`config.mk`:
```
export PLATFORM = sky130hd
export DESIGN_NAME = u_mem_arb_flat
export DESIGN_NICKNAME = d
export VERILOG_FILES = /design/src/rtl/u_mem_arb_pkg.sv /design/src/rtl/u_mem_arb_if.sv /design/src/rtl/u_mem_arb_starve_cnt.sv /design/src/rtl/u_mem_arb.sv /design/src/flat_wrapper.sv
export SDC_FILE = /design/constraint.sdc
export NUM_CORES = 1
export LEC_CHECK = 0
export ABC_AREA = 1
export BUFFER_PORTS_ARGS = -buffer_cell sky130_fd_sc_hd__buf_2
export CORE_MARGIN = 2
export CORE_UTILIZATION = 25
export CTS_CLUSTER_SIZE = 14
export DETAILED_ROUTE_END_ITERATION = 10
export GPL_ROUTABILITY_DRIVEN = 0
export REMOVE_ABC_BUFFERS = 1
export SYNTH_ARGS = -nofsm -noshare
export SYNTH_HDL_FRONTEND = slang
export SYNTH_SLANG_ARGS = --single-unit
```
`constraint.sdc`:
```
create_clock -name clk_i -period 1.5 [get_ports clk_i]
set_input_delay 0.15 -clock clk_i [delete_from_list [all_inputs] [get_ports clk_i]]
set_output_delay 0.15 -clock clk_i [all_outputs]
set_load 0.01 [all_outputs]
```
`src/rtl/u_mem_arb_pkg.sv`:
```
`default_nettype none
// ============================================================================
// Module  : u_mem_pkg
// Purpose : Shared types for the instruction/data memory arbiter: FSM state
//           encoding, owner encoding and the word-address width.
// Ports   : none (package)
// Macros  : none
// Revision: 1.0 - initial release
// ============================================================================
package u_mem_pkg;

  localparam int ADDR_W = 30;

  typedef enum logic [1:0] {
    IDLE    = 2'd0,
    IF_BUSY = 2'd1,
    D_BUSY  = 2'd2,
    IF_DROP = 2'd3
  } state_e;

  typedef enum logic [1:0] {
    OWN_NONE = 2'd0,
    OWN_IF   = 2'd1,
    OWN_D    = 2'd2
  } owner_e;

  // The owner of the memory port follows directly from the FSM state; a
  // dropped fetch still owns the port until the memory answers.
  function automatic owner_e owner_of(state_e s);
    owner_e o;
    case (s)
      IF_BUSY, IF_DROP: o = OWN_IF;
      D_BUSY:           o = OWN_D;
      default:          o = OWN_NONE;
    endcase
    return o;
  endfunction

endpackage
`default_nettype wire

```
`src/rtl/u_mem_arb_if.sv`:
```
`default_nettype none
// ============================================================================
// Module  : u_mem_arb_if
// Purpose : Bundle of the fetch requester, data requester and memory port
//           signals served by u_mem_arb.
// Ports   : slave modport  - arbiter view (requester inputs, memory outputs)
//           master modport - environment view (drives requests and memory)
// Macros  : none
// Revision: 1.0 - initial release
// ============================================================================
interface u_mem_arb_if #(
  parameter int DATA_W = 32
);

  logic                        if_req_i;
  logic [u_mem_pkg::ADDR_W-1:0] if_addr_i;
  logic                        if_flush_i;
  logic [DATA_W-1:0]           if_rdata_o;
  logic                        if_busywait_o;

  logic                        d_req_i;
  logic                        d_we_i;
  logic [DATA_W/8-1:0]         d_be_i;
  logic [u_mem_pkg::ADDR_W-1:0] d_addr_i;
  logic [DATA_W-1:0]           d_wdata_i;
  logic [DATA_W-1:0]           d_rdata_o;
  logic                        d_busywait_o;

  logic                        mem_req_o;
  logic                        mem_we_o;
  logic [DATA_W/8-1:0]         mem_be_o;
  logic [u_mem_pkg::ADDR_W-1:0] mem_addr_o;
  logic [DATA_W-1:0]           mem_wdata_o;
  logic [DATA_W-1:0]           mem_rdata_i;
  logic                        mem_ready_i;

  modport slave (
    input  if_req_i, if_addr_i, if_flush_i,
    output if_rdata_o, if_busywait_o,
    input  d_req_i, d_we_i, d_be_i, d_addr_i, d_wdata_i,
    output d_rdata_o, d_busywait_o,
    output mem_req_o, mem_we_o, mem_be_o, mem_addr_o, mem_wdata_o,
    input  mem_rdata_i, mem_ready_i
  );

  modport master (
    output if_req_i, if_addr_i, if_flush_i,
    input  if_rdata_o, if_busywait_o,
    output d_req_i, d_we_i, d_be_i, d_addr_i, d_wdata_i,
    input  d_rdata_o, d_busywait_o,
    input  mem_req_o, mem_we_o, mem_be_o, mem_addr_o, mem_wdata_o,
    output mem_rdata_i, mem_ready_i
  );

endinterface
`default_nettype wire

```
`src/rtl/u_mem_arb_starve_cnt.sv`:
```
`default_nettype none
// ============================================================================
// Module  : u_arb_starve_cnt
// Purpose : Counts data grants made while a fetch is waiting and flags when
//           the count reaches LIMIT so the fetch can be let through.
// Ports   : clk_i, rst_ni (async active-low)
//           inc      - a data grant was made while a fetch waited
//           clr      - fetch granted, or no fetch pending in IDLE
//           at_limit - count equals LIMIT
// Macros  : instantiated only when ARB_FAIR_EN is defined
// Revision: 1.0 - initial release
// ============================================================================
module u_arb_starve_cnt #(
  parameter int LIMIT = 4
) (
  input  wire logic clk_i,
  input  wire logic rst_ni,
  input  wire logic inc,
  input  wire logic clr,
  output logic      at_limit
);

  localparam int CNT_W = $clog2(LIMIT + 1);
  localparam logic [CNT_W-1:0] c_limit = CNT_W'(LIMIT);

  logic [CNT_W-1:0] r_cnt;

  always_ff @(posedge clk_i or negedge rst_ni) begin
    if (!rst_ni) begin
      r_cnt <= '0;
    end else if (clr) begin
      r_cnt <= '0;
    end else if (inc && (r_cnt != c_limit)) begin
      r_cnt <= r_cnt + 1'b1;
    end
  end

  assign at_limit = (r_cnt == c_limit);

endmodule
`default_nettype wire

```
`src/rtl/u_mem_arb.sv`:
```
`default_nettype none
// ============================================================================
// Module  : u_mem_arb
// Purpose : Arbitrates a single-ported, variable-latency memory between the
//           instruction fetch and the data (MEM stage) requesters. Requests
//           are latched at grant and held on the memory port until
//           mem_ready_i; flushed fetches complete on the memory side and
//           their data is discarded.
// Ports   : clk_i  - clock
//           rst_ni - asynchronous active-low reset
//           bus    - u_mem_arb_if.slave (requesters and memory port)
// Macros  : ARB_FAIR_EN - after STARVE_LIMIT consecutive data grants with a
//           fetch waiting, the fetch wins the next arbitration.
// Revision: 1.0 - initial release
// ============================================================================
module u_mem_arb
  import u_mem_pkg::*;
#(
  parameter int STARVE_LIMIT = 4,
  parameter int DATA_W       = 32
) (
  input wire logic   clk_i,
  input wire logic   rst_ni,
  u_mem_arb_if.slave bus
);

  localparam int BE_W = DATA_W / 8;

  state_e              r_state;
  logic                r_mem_req;
  logic                r_we;
  logic [BE_W-1:0]     r_be;
  logic [ADDR_W-1:0]   r_addr;
  logic [DATA_W-1:0]   r_wdata;

  owner_e w_owner;
  logic   w_fetch_wins;
  logic   w_grant_d;
  logic   w_grant_if;
  logic   w_if_done;
  logic   w_d_done;

  assign w_owner = owner_of(r_state);

`ifdef ARB_FAIR_EN
  logic w_at_limit;
  logic w_cnt_inc;
  logic w_cnt_clr;

  assign w_cnt_inc = w_grant_d && bus.if_req_i;
  assign w_cnt_clr = (r_state == IDLE) && (w_grant_if || !bus.if_req_i);

  u_arb_starve_cnt #(
    .LIMIT(STARVE_LIMIT)
  ) u_starve_cnt (
    .clk_i   (clk_i),
    .rst_ni  (rst_ni),
    .inc     (w_cnt_inc),
    .clr     (w_cnt_clr),
    .at_limit(w_at_limit)
  );

  assign w_fetch_wins = bus.if_req_i && w_at_limit;
`else
  // Strict data priority: the starvation limit has no effect in this build.
  localparam int unused_starve_limit = STARVE_LIMIT;
  assign w_fetch_wins = 1'b0;
`endif

  assign w_grant_d  = (r_state == IDLE) && bus.d_req_i && !w_fetch_wins;
  assign w_grant_if = (r_state == IDLE) && bus.if_req_i && !w_grant_d;

  // A flush arriving together with mem_ready_i still discards the data, so
  // the fetch completion is suppressed by the flush as well as by IF_DROP.
  assign w_if_done = (w_owner == OWN_IF) && (r_state != IF_DROP) &&
                     bus.mem_ready_i && !bus.if_flush_i;
  assign w_d_done  = (w_owner == OWN_D) && bus.mem_ready_i;

  assign bus.if_busywait_o = bus.if_req_i && !w_if_done;
  assign bus.d_busywait_o  = bus.d_req_i && !w_d_done;
  assign bus.if_rdata_o    = bus.mem_rdata_i;
  assign bus.d_rdata_o     = bus.mem_rdata_i;

  assign bus.mem_req_o   = r_mem_req;
  assign bus.mem_we_o    = r_we;
  assign bus.mem_be_o    = r_be;
  assign bus.mem_addr_o  = r_addr;
  assign bus.mem_wdata_o = r_wdata;

  always_ff @(posedge clk_i or negedge rst_ni) begin
    if (!rst_ni) begin
      r_state   <= IDLE;
      r_mem_req <= 1'b0;
      r_we      <= 1'b0;
      r_be      <= '0;
      r_addr    <= '0;
      r_wdata   <= '0;
    end else begin
      case (r_state)
        IDLE: begin
          if (w_grant_d) begin
            r_state   <= D_BUSY;
            r_mem_req <= 1'b1;
            r_we      <= bus.d_we_i;
            r_be      <= bus.d_be_i;
            r_addr    <= bus.d_addr_i;
            r_wdata   <= bus.d_wdata_i;
          end else if (w_grant_if) begin
            r_state   <= IF_BUSY;
            r_mem_req <= 1'b1;
            r_we      <= 1'b0;
            r_be      <= '1;
            r_addr    <= bus.if_addr_i;
            r_wdata   <= '0;
          end
        end
        IF_BUSY: begin
          if (bus.mem_ready_i) begin
            r_state   <= IDLE;
            r_mem_req <= 1'b0;
          end else if (bus.if_flush_i) begin
            r_state   <= IF_DROP;
          end
        end
        D_BUSY, IF_DROP: begin
          if (bus.mem_ready_i) begin
            r_state   <= IDLE;
            r_mem_req <= 1'b0;
          end
        end
        default: begin
          r_state   <= IDLE;
          r_mem_req <= 1'b0;
        end
      endcase
    end
  end

endmodule
`default_nettype wire

```
`src/flat_wrapper.sv`:
```
// flat-port wrapper written by rule: the top's interface ports become plain ports
module u_mem_arb_flat import u_mem_pkg::*;
#(
  parameter int STARVE_LIMIT = 4,
  parameter int DATA_W       = 32
)
  (clk_i, rst_ni, bus_if_req_i, bus_if_addr_i, bus_if_flush_i, bus_if_rdata_o, bus_if_busywait_o, bus_d_req_i, bus_d_we_i, bus_d_be_i, bus_d_addr_i, bus_d_wdata_i, bus_d_rdata_o, bus_d_busywait_o, bus_mem_req_o, bus_mem_we_o, bus_mem_be_o, bus_mem_addr_o, bus_mem_wdata_o, bus_mem_rdata_i, bus_mem_ready_i);
  u_mem_arb_if #(.DATA_W(DATA_W)) bus_i ();
  input wire logic clk_i;
  input wire logic rst_ni;
  input wire logic [$bits(bus_i.if_req_i)-1:0] bus_if_req_i;
  input wire logic [$bits(bus_i.if_addr_i)-1:0] bus_if_addr_i;
  input wire logic [$bits(bus_i.if_flush_i)-1:0] bus_if_flush_i;
  output wire logic [$bits(bus_i.if_rdata_o)-1:0] bus_if_rdata_o;
  output wire logic [$bits(bus_i.if_busywait_o)-1:0] bus_if_busywait_o;
  input wire logic [$bits(bus_i.d_req_i)-1:0] bus_d_req_i;
  input wire logic [$bits(bus_i.d_we_i)-1:0] bus_d_we_i;
  input wire logic [$bits(bus_i.d_be_i)-1:0] bus_d_be_i;
  input wire logic [$bits(bus_i.d_addr_i)-1:0] bus_d_addr_i;
  input wire logic [$bits(bus_i.d_wdata_i)-1:0] bus_d_wdata_i;
  output wire logic [$bits(bus_i.d_rdata_o)-1:0] bus_d_rdata_o;
  output wire logic [$bits(bus_i.d_busywait_o)-1:0] bus_d_busywait_o;
  output wire logic [$bits(bus_i.mem_req_o)-1:0] bus_mem_req_o;
  output wire logic [$bits(bus_i.mem_we_o)-1:0] bus_mem_we_o;
  output wire logic [$bits(bus_i.mem_be_o)-1:0] bus_mem_be_o;
  output wire logic [$bits(bus_i.mem_addr_o)-1:0] bus_mem_addr_o;
  output wire logic [$bits(bus_i.mem_wdata_o)-1:0] bus_mem_wdata_o;
  input wire logic [$bits(bus_i.mem_rdata_i)-1:0] bus_mem_rdata_i;
  input wire logic [$bits(bus_i.mem_ready_i)-1:0] bus_mem_ready_i;
  assign bus_i.if_req_i = bus_if_req_i;
  assign bus_i.if_addr_i = bus_if_addr_i;
  assign bus_i.if_flush_i = bus_if_flush_i;
  assign bus_if_rdata_o = bus_i.if_rdata_o;
  assign bus_if_busywait_o = bus_i.if_busywait_o;
  assign bus_i.d_req_i = bus_d_req_i;
  assign bus_i.d_we_i = bus_d_we_i;
  assign bus_i.d_be_i = bus_d_be_i;
  assign bus_i.d_addr_i = bus_d_addr_i;
  assign bus_i.d_wdata_i = bus_d_wdata_i;
  assign bus_d_rdata_o = bus_i.d_rdata_o;
  assign bus_d_busywait_o = bus_i.d_busywait_o;
  assign bus_mem_req_o = bus_i.mem_req_o;
  assign bus_mem_we_o = bus_i.mem_we_o;
  assign bus_mem_be_o = bus_i.mem_be_o;
  assign bus_mem_addr_o = bus_i.mem_addr_o;
  assign bus_mem_wdata_o = bus_i.mem_wdata_o;
  assign bus_i.mem_rdata_i = bus_mem_rdata_i;
  assign bus_i.mem_ready_i = bus_mem_ready_i;
  u_mem_arb #(.STARVE_LIMIT(STARVE_LIMIT), .DATA_W(DATA_W)) u_core (.clk_i(clk_i), .rst_ni(rst_ni), .bus(bus_i));
endmodule
```
Word-level counts from Yosys, hierarchy flattened:

Index checks and enable logic that the tools add are counted.
W data, S select, Z words.

* add/subtract/negate cells: 0
* $mul: 0
* div/mod/pow operators: 0
* order comparisons: 0
* equality and inequality tests: 10
* shift operators: 0
* muxes and demuxes: 19
* bitwise operators: 0
* reduce and logical (&&, ||, !) cells: 21

Operator list (count)
* $mux W32: 2
* $mux W30: 2
* $mux W2: 5
* $logic_and A1 B1 Y1: 9
* $mux W4: 2
* $eq A2 B2 Y1 const B: 3
* $pmux W2 S3: 1
* $mux W1: 5
* $eq A2 B1 Y1 const B: 2
* $logic_not A1 Y1: 4
* $ne A2 B2 Y1 const B: 2
* $pmux W2 S2: 1
* $reduce_and A2 Y1: 2
* $reduce_or A2 Y1: 2
* $ne A3 B1 Y1 const B: 1
* $ne A3 B3 Y1 const B: 1
* $reduce_and A3 Y1: 1
* $reduce_or A3 Y1: 1
* $logic_not A2 Y1: 1
* $ne A2 B1 Y1 const B: 1
* $pmux W1 S2: 1
* $reduce_bool A2 Y1: 1

* bits in registers: 70
* latch bits: 0
* bits in writable memories: 0
* ROM bits: 0
* bits of input ports: 135
* output and inout bits: 134
* logic and storage cells: 56
* memories: 0

Depth between registers and ports, before layout:

Gate-level depths: netlist (run 1).

* depth in word-level cells: 9
* gate-level depth with buffers: 7
* mapped depth without buffers: 6

Worst setup path after synthesis (run 1):

OpenSTA, ideal clock, no wires.

* path type: flip-flop to flip-flop
* from: register u_core.r_state[0]
* to: register u_core.r_addr[18], in the netlist u_core.bus.mem_addr_o[18]
* setup time: 0.117 ns
* data arrival time: 1.152 ns
* required time: 1.383 ns
* slack: 0.231 ns
* stages on the path, launching flop included: 6
* buffers on the path: 1
* period minus slack after synthesis: 1.269 ns
* cell sequence: dfrtp_1 nor3_4 inv_2 clkbuf_1 nand2_1 nand2_1

* cells in the longest elaborated chain, start to end: 6
* elaborated cells between the ends (all ways): 8
* those cells by class: 1 x mux; 7 x reduce/logical

RTL lines
* from (decl): line u_mem_arb.sv:29 `state_e r_state;`
* from (signal assigned): line u_mem_arb.sv:92 `r_state <= IDLE;`
* from (signal assigned): line u_mem_arb.sv:102 `r_state <= D_BUSY;`
* from (signal assigned): line u_mem_arb.sv:109 `r_state <= IF_BUSY;`
* $logic_not A2 Y1 *: line u_mem_arb.sv:70, u_mem_arb.sv:71, u_mem_arb.sv:99
* $logic_and A1 B1 Y1: line u_mem_arb.sv:70 `assign w_grant_d = (r_state == IDLE) && bus.d_req_i && !w_fetch_wins;`
* $logic_not A1 Y1: line u_mem_arb.sv:71 `assign w_grant_if = (r_state == IDLE) && bus.if_req_i && !w_grant_d;`
* $logic_and A1 B1 Y1: line u_mem_arb.sv:71
* $reduce_bool A2 Y1 (no source line)
* $reduce_and A2 Y1 (no source line)
* to (signal assigned): line u_mem_arb.sv:106 `r_addr <= bus.d_addr_i;`
* to (signal assigned): line u_mem_arb.sv:113 `r_addr <= bus.if_addr_i;`
* to (decl): line u_mem_arb.sv:33 `logic [ADDR_W-1:0] r_addr;`

Every way passes the cells marked *; elsewhere a longest branch is shown, timed or not.
A chain may end at the register's enable or synchronous reset.

Worst setup path after layout (run 1):

* from: register u_core.r_state[0]
* to: output bus_d_busywait_o

* cells in the longest elaborated chain, start to end: 7
* elaborated cells between the ends (all ways): 9
* those cells by class: 4 x eq/ne; 1 x mux; 4 x reduce/logical

RTL lines
* $eq A2 B1 Y1 / $eq A2 B2 Y1 (equally long branches): line u_mem_arb_pkg.sv:31 `case (s)`
* $reduce_or A2 Y1: line u_mem_arb_pkg.sv:31
* $pmux W2 S2 *: line u_mem_arb_pkg.sv:31
* $eq A2 B2 Y1 *: line u_mem_arb.sv:77 `assign w_d_done = (w_owner == OWN_D) && bus.mem_ready_i;`
* $logic_and A1 B1 Y1 *: line u_mem_arb.sv:77
* $logic_not A1 Y1 *: line u_mem_arb.sv:80 `assign bus.d_busywait_o = bus.d_req_i && !w_d_done;`
* $logic_and A1 B1 Y1 *: line u_mem_arb.sv:80
* to (decl): line flat_wrapper.sv:22 `output wire logic [$bits(bus_i.d_busywait_o)-1:0] bus_d_busywait_o;`

Marked as above.

==> qor.yml, run 1 <==
outcome: "finished clean"
grt_max_degree: 71
diodes: 0
core_um2: 14500
start_util_pct: 25.4
drt_first_pass_iters: 4
fin_worst_skew_ps: 2.76
layout-drive-gt1-share_pct: 35.2
routed_wl_mm: 12.4
p_sw_share_pct: 38.2
cp-start-kind: "flip-flop"
power_frac_comb_pct: 41.5
worstSetupEndpointType: "output pin"
ys_seq_area_share_pct: 47.6
critical_path_class: "flip-flop to output pin"
power.leakage_nw: 2.77
grt_pass1_wl_mm: 19.2
die_area_um2: 15700
ir_drop_v: 0.000757
sequentialPowerShare_pct: 32.4
rsz0062_at_grt: "no"
yosysWarnings: 0
vias: 3410
die_x_um: 125
clockRootBuffer: "clkbuf_16"
power_frac_clock_pct: 26.0
hold_class: "primary input to flip-flop"
min_period_over_period_pct: 93.7
yosys.area.top_type: "dfrtp_1"
grt_pass1_vias: 3365
async_flop_share_pct: 100
ioPinCount: 269
dp.final_hpwl_mm: 9.23
synth_top_cell_area_share_pct: 47.6
netlist_area_um2: 3680
drcViolationCount: 0
ys.flop_type: "dfrtp_1"
maxCapViolCount: 0
tns_ps: 0
synth_seq_cells: 70
hold_violations: 0
cts_inserted_buffers: 9
numClockSinks: 70
cts_buffer_depth: 2
synth_common_cells: "225 x nand2_1, 70 x dfrtp_1, 67 x buf_4, 65 x nand3_1, 16 x nor2_1"
cts_tree: "yes"
synthTopCellsByArea: "dfrtp_1 48%, nand2_1 23%, buf_4 14%"
synth_most_common_cell: "nand2_1"
grt_usage_pct: 16.1
r2r_setup_slack_ps: 130
port_buffers: 172
wl_per_cell_um: 15.9
p_sw_w: 0.00389
cts_htree_levels: 3
synth_edf_count: 0
p_int_w: 0.00628
fillers: 1576
drtIter0Drc: 121
synth_cell_type_count: 16
required_ps: 1350
seqCellArea_um2: 1750
fmaxAchievable_mhz: 711
syn_inst: 483
fp.dieH_um: 125
post_dp_cell_area_um2: 4310
rows: 44
cp_data_arrival_time_ps: 1260
critPathMaxFanout: 6
avgSynthCellArea_um2: 7.62
finalPower_w: 0.0102
antenna_found_initial: 0
area_delta_synth_final_pct: 28.4
p_per_area_nw_per_um2: 2150
fin_area_um2: 4730
vias_per_cell: 4.37
clk_pin_slew_worst_paths_ps: 60
multiInputGateArea_um2: 1300
finalCriticalPeriod_ps: 1410
drt.antenna.violating_nets: 0
finalNetCount: 726
setup_violations: 0
clk-insertion-delay-late_ps: 330
grt_overflow: 0
worst_pin_slew_ps: 389
slew_viol_final: 0
max_slew_margin_pct: 74.1
cell usage in the layout, fill, tap and decap left out, drive strengths merged:
| master | n |
|---|---|
| nand2 | 226 |
| inv | 11 |
| nor2 | 16 |
| bufinv | 4 |
| clkbuf | 11 |
| a31oi | 1 |
| buf | 186 |
| nand3 | 65 |
| o31ai | 1 |
| o211ai | 1 |
| o21ai | 2 |
| nor3 | 1 |
| dfrtp | 70 |
| dlygate4sd3 | 1 |
stage by stage:
step / hold WS, ps / worst slack [ps] / util (%) / std cells
3_5_place_dp: 197 / 183 / 29.8 / 761
6_report: 43.2 / 93.8 / 32.6 / 780
2_1_floorplan: -146 / -2250 / - / 393
5_1_grt: 34.9 / 0.657 / 32.6 / 780
3_3_place_gp: 195 / 216 / 29.8 / 761
4_1_cts: 24.7 / 8.60 / 32.4 / 778
registers in the layout (all words and copies together) (netlist names):
name	count
u_core.bus.mem_wdata_o	32
u_core.bus.mem_be_o	4
u_core.bus.mem_we_o	1
u_core.bus.mem_addr_o	30
u_core.r_state	2
u_core.bus.mem_req_o	1
routing by layer:
layer  track usage, %  wire (um)
met1             20.2       5420
met2             20.3       4740
met3             12.4       1990
met4             4.77        183
met5             8.98        101
power groups by stage:
stage          logic (W)  registers, W  clock network, W
6_report         0.00422       0.00330           0.00265
3_5_place_dp     0.00423       0.00334                 0
4_1_cts          0.00422       0.00333           0.00275
5_1_grt          0.00476       0.00344           0.00282
2_1_floorplan    0.00164       0.00372                 0
3_3_place_gp     0.00418       0.00334                 0
critical path: stages, from the launching register on:
cell and delay [ps]:
dfrtp_2 470, o31ai_2 260, inv_1 60, buf_2 140
worst paths after layout:
kind,end,start,cells past startpoint
max in group asynchronous,u_core.r_state[0]$_DFFE_PN0P_,rst_ni,3
min in group asynchronous,u_core.bus.mem_wdata_o[13]$_DFFE_PN0P_,rst_ni,3
setup / recovery,bus_d_busywait_o,u_core.r_state[0]$_DFFE_PN0P_,3
hold / removal,u_core.bus.mem_wdata_o[11]$_DFFE_PN0P_,bus_d_wdata_i[11],3
hold reg to reg,u_core.bus.mem_we_o$_DFFE_PN0P_,u_core.bus.mem_we_o$_DFFE_PN0P_,2
setup reg to reg,u_core.bus.mem_be_o[3]$_DFFE_PN0P_,u_core.r_state[1]$_DFFE_PN0P_,5
cells by family (layout without fill, tap and decap cells):
family,count (synthesis),count (layout),synth area share (%)
compound gates,5,5,0.850
buf+inv,100,213,17.5
flops,70,70,47.6
simple gates,308,308,34.0
timing repair:
item	in CTS	in global routing
endpoints found under the setup margin	1	2
gates cloned	0	0
hold buffers	1	0
hold endpoints to repair	70	0
setup buffers	0	2
gates resized for setup	1	4
cell type report:
cell class                 instances  share of cell area [%]
timing repair buffer             187                    21.8
clock inverter                     5                    2.73
clock buffer                      11                    5.14
tap                              184                    4.87
multi-input combinational        313                    27.6
sequential                        70                    37.1
inverter                          10                   0.794
Note: power is estimated with default switching activity, not from simulation.
==> run 2, diff against run 1 <==
==> constraint.sdc (replaced) <==
create_clock -name clk_i -period 1.5 [get_ports clk_i]
set_input_delay 0.075 -clock clk_i [delete_from_list [all_inputs] [get_ports clk_i]]
set_output_delay 0.075 -clock clk_i [all_outputs]
set_load 0.01 [all_outputs]
==> run 2 against run 1 <==
Effect of this change: clock skew rose by 1.2 ps; clock power fell by 23%; power fell by 5.7%; worst setup slack improved by 34 ps; sequential cell count did not move; core utilization rose by 1.8 points; critical path type unchanged; largest cell class unchanged; largest power group unchanged.
==> qor.yml, run 2 (synthesized netlist as in run 1, its figures left out) <==
stdcell_count: 815  # was 780
cts_setup_buffers: 0  # unchanged
cts_buffer_depth: 2  # unchanged
area_delta_synth_final_pct: 35.5  # was 28.4%
fp.dieH_um: 125  # unchanged
hold_class: "primary input to flip-flop"  # unchanged
min_period_over_period_pct: 91.5  # was 93.7%
grt_usage_pct: 16.9  # was 16.1%
hold_violations: 0  # unchanged
cts_tree: "yes"  # unchanged
core_um2: 14500  # unchanged
routed_wl_mm: 12.8  # was 12.4 mm
post_dp_cell_area_um2: 4320  # was 4310 um2
rr_worst_depth: 6  # was 5
critical_path_class: "flip-flop to output pin"  # unchanged
dp.final_hpwl_mm: 9.45  # was 9.23 mm
cts_inserted_buffers: 9  # unchanged
drt_first_pass_iters: 6  # was 4
ioPinCount: 269  # unchanged
hold_path_depth: 5  # was 3
diodes: 0  # unchanged
layout_common_cells: "225 x nand2_1, 171 x buf_2, 69 x dfrtp_1"  # was 225 x nand2_1, 171 x buf_2, 68 x dfrtp_1
ir_drop_v: 0.000684  # was 0.000757 V
layout-drive-gt1-share_pct: 32.6  # was 35.2%
fin_area_um2: 4990  # was 4730 um2
port_buffers: 172  # unchanged
max_slew_margin_pct: 73.9  # was 74.1%
die_area_um2: 15700  # unchanged
power_frac_comb_pct: 44.1  # was 41.5%
vias_per_cell: 4.32  # was 4.37
drtIter0Drc: 161  # was 121
setup_violations: 0  # unchanged
crit_cells: 4  # was 3
rows: 44  # unchanged
crit_chain: "inv_1 -> nor2_1 -> a31oi_1 -> buf_2"  # was o31ai_2 -> inv_1 -> buf_2
outcome: "finished clean"  # unchanged
fin_util_pct: 34.4  # was 32.6%
cts_htree_levels: 3  # unchanged
crit_slowest_cell: "dfrtp_1"  # was dfrtp_2
maxCapViolCount: 0  # unchanged
wl_per_cell_um: 15.8  # was 15.9 um
clk-insertion-delay-late_ps: 330  # about the same
path_buf_inv: 2  # unchanged
layout_commonest_cell: "nand2_1"  # unchanged
grt_pass1_wl_mm: 20.2  # was 19.2 mm
grt_max_degree: 50  # was 71
largest_reg_flops: 32  # unchanged
finalNetCount: 761  # was 726
rsz0062_at_grt: "no"  # unchanged
drt.antenna.violating_nets: 0  # unchanged
antenna_found_initial: 0  # unchanged
required_ps: 1420  # was 1350 ps
tns_ps: 0  # unchanged
vias: 3518  # was 3,410
power.leakage_nw: 2.87  # was 2.77 nW
grt_pass1_vias: 3592  # was 3,365
cp_slowest_stage_delay_ps: 510  # was 470 ps
critPathMaxFanout: 6  # unchanged
p_per_area_nw_per_um2: 1920  # was 2150 nW/um2
power_frac_clock_pct: 21.2  # was 26.0%
worst_pin_slew_ps: 392  # was 389 ps
clockRootBuffer: "clkbuf_16"  # unchanged
finalCriticalPeriod_ps: 1370  # was 1410 ps
drcViolationCount: 0  # unchanged
start_util_pct: 25.4  # unchanged
clk_pin_slew_worst_paths_ps: 60  # about the same
crit_family: "flip-flops"  # unchanged
fin_worst_skew_ps: 3.92  # was 2.76 ps
die_x_um: 125  # unchanged
p_sw_share_pct: 40.4  # was 38.2%
post-place-cells: 762  # was 761
slew_viol_final: 0  # unchanged
p_int_w: 0.00572  # was 0.00628 W
sequentialPowerShare_pct: 34.8  # was 32.4%
grt_overflow: 0  # unchanged
cp-start-kind: "flip-flop"  # unchanged
numClockSinks: 70  # unchanged
worstSetupEndpointType: "output pin"  # unchanged
p_sw_w: 0.00387  # was 0.00389 W
fmaxAchievable_mhz: 729  # was 711 MHz
cp_data_arrival_time_ps: 1300  # was 1260 ps
[run 2: worst register-to-register path, cell delays in order, from the launching register on]
cell     delay (ps)
dfrtp_1         480
nor2_4          200
buf_12          250
nand3_1         150
nand2_1          80
nand2_1          50
nand2_1          60
[run 2: cell type report]
class                      count  area (um2)
sequential                    70        1750
tap                          184         230
clock inverter                 3        17.5
inverter                      10        37.5
fill                        1540        9490
multi-input combinational    313        1300
timing repair buffer         222        1380
clock buffer                  13         270
[run 2: layer usage]
layer	vias to the layer above	global-route usage [%]	wire (um)
met4	2	5.23	161
met2	209	22.4	5010
met1	1570	21.0	5610
li1	1721	-	-
met3	16	11.6	1970
met5	-	8.05	92
[run 2: power groups by stage]
stage / registers [W] / clock network, W / logic, W
2_1_floorplan: 0.00372 / 0 / 0.00164
3_3_place_gp: 0.00334 / 0 / 0.00419
3_5_place_dp: 0.00336 / 0 / 0.00423
4_1_cts: 0.00334 / 0.00212 / 0.00430
5_1_grt: 0.00347 / 0.00219 / 0.00480
6_report: 0.00333 / 0.00203 / 0.00423
[run 2: per-stage QoR]
| stage | worst slack (ps) | total power [W] | hold slack, ps |
|---|---|---|---|
| floorplan | -2250 | 0.00536 | -221 |
| global placement | 203 | 0.00753 | -75.5 |
| detailed placement | 181 | 0.00759 | -74.5 |
| CTS | 26.4 | 0.00976 | 8.24 |
| global route | 38.3 | 0.0105 | 35.4 |
| finish | 128 | 0.00959 | 26.7 |
[run 2: final timing paths]
path / from / endpoint / slack [ps]
worst max-delay path: u_core.r_state[0]$_DFFE_PN0P_ / bus_if_busywait_o / 130
worst min-delay path: bus_if_addr_i[2] / u_core.bus.mem_addr_o[2]$_DFFE_PN0P_ / 30
worst max register to register: u_core.r_state[0]$_DFFE_PN0P_ / u_core.bus.mem_addr_o[9]$_DFFE_PN0P_ / 180
worst min register to register: u_core.bus.mem_addr_o[20]$_DFFE_PN0P_ / u_core.bus.mem_addr_o[20]$_DFFE_PN0P_ / 460
max in group asynchronous: rst_ni / u_core.bus.mem_addr_o[25]$_DFFE_PN0P_ / 830
min in group asynchronous: rst_ni / u_core.bus.mem_wdata_o[21]$_DFFE_PN0P_ / 120
[run 2: timing repair]
action | in CTS | in global routing
endpoints found under the setup margin | 0 | 1
hold buffers | 37 | 0
gates resized for setup | 0 | 2
hold endpoints to repair | 106 | 0
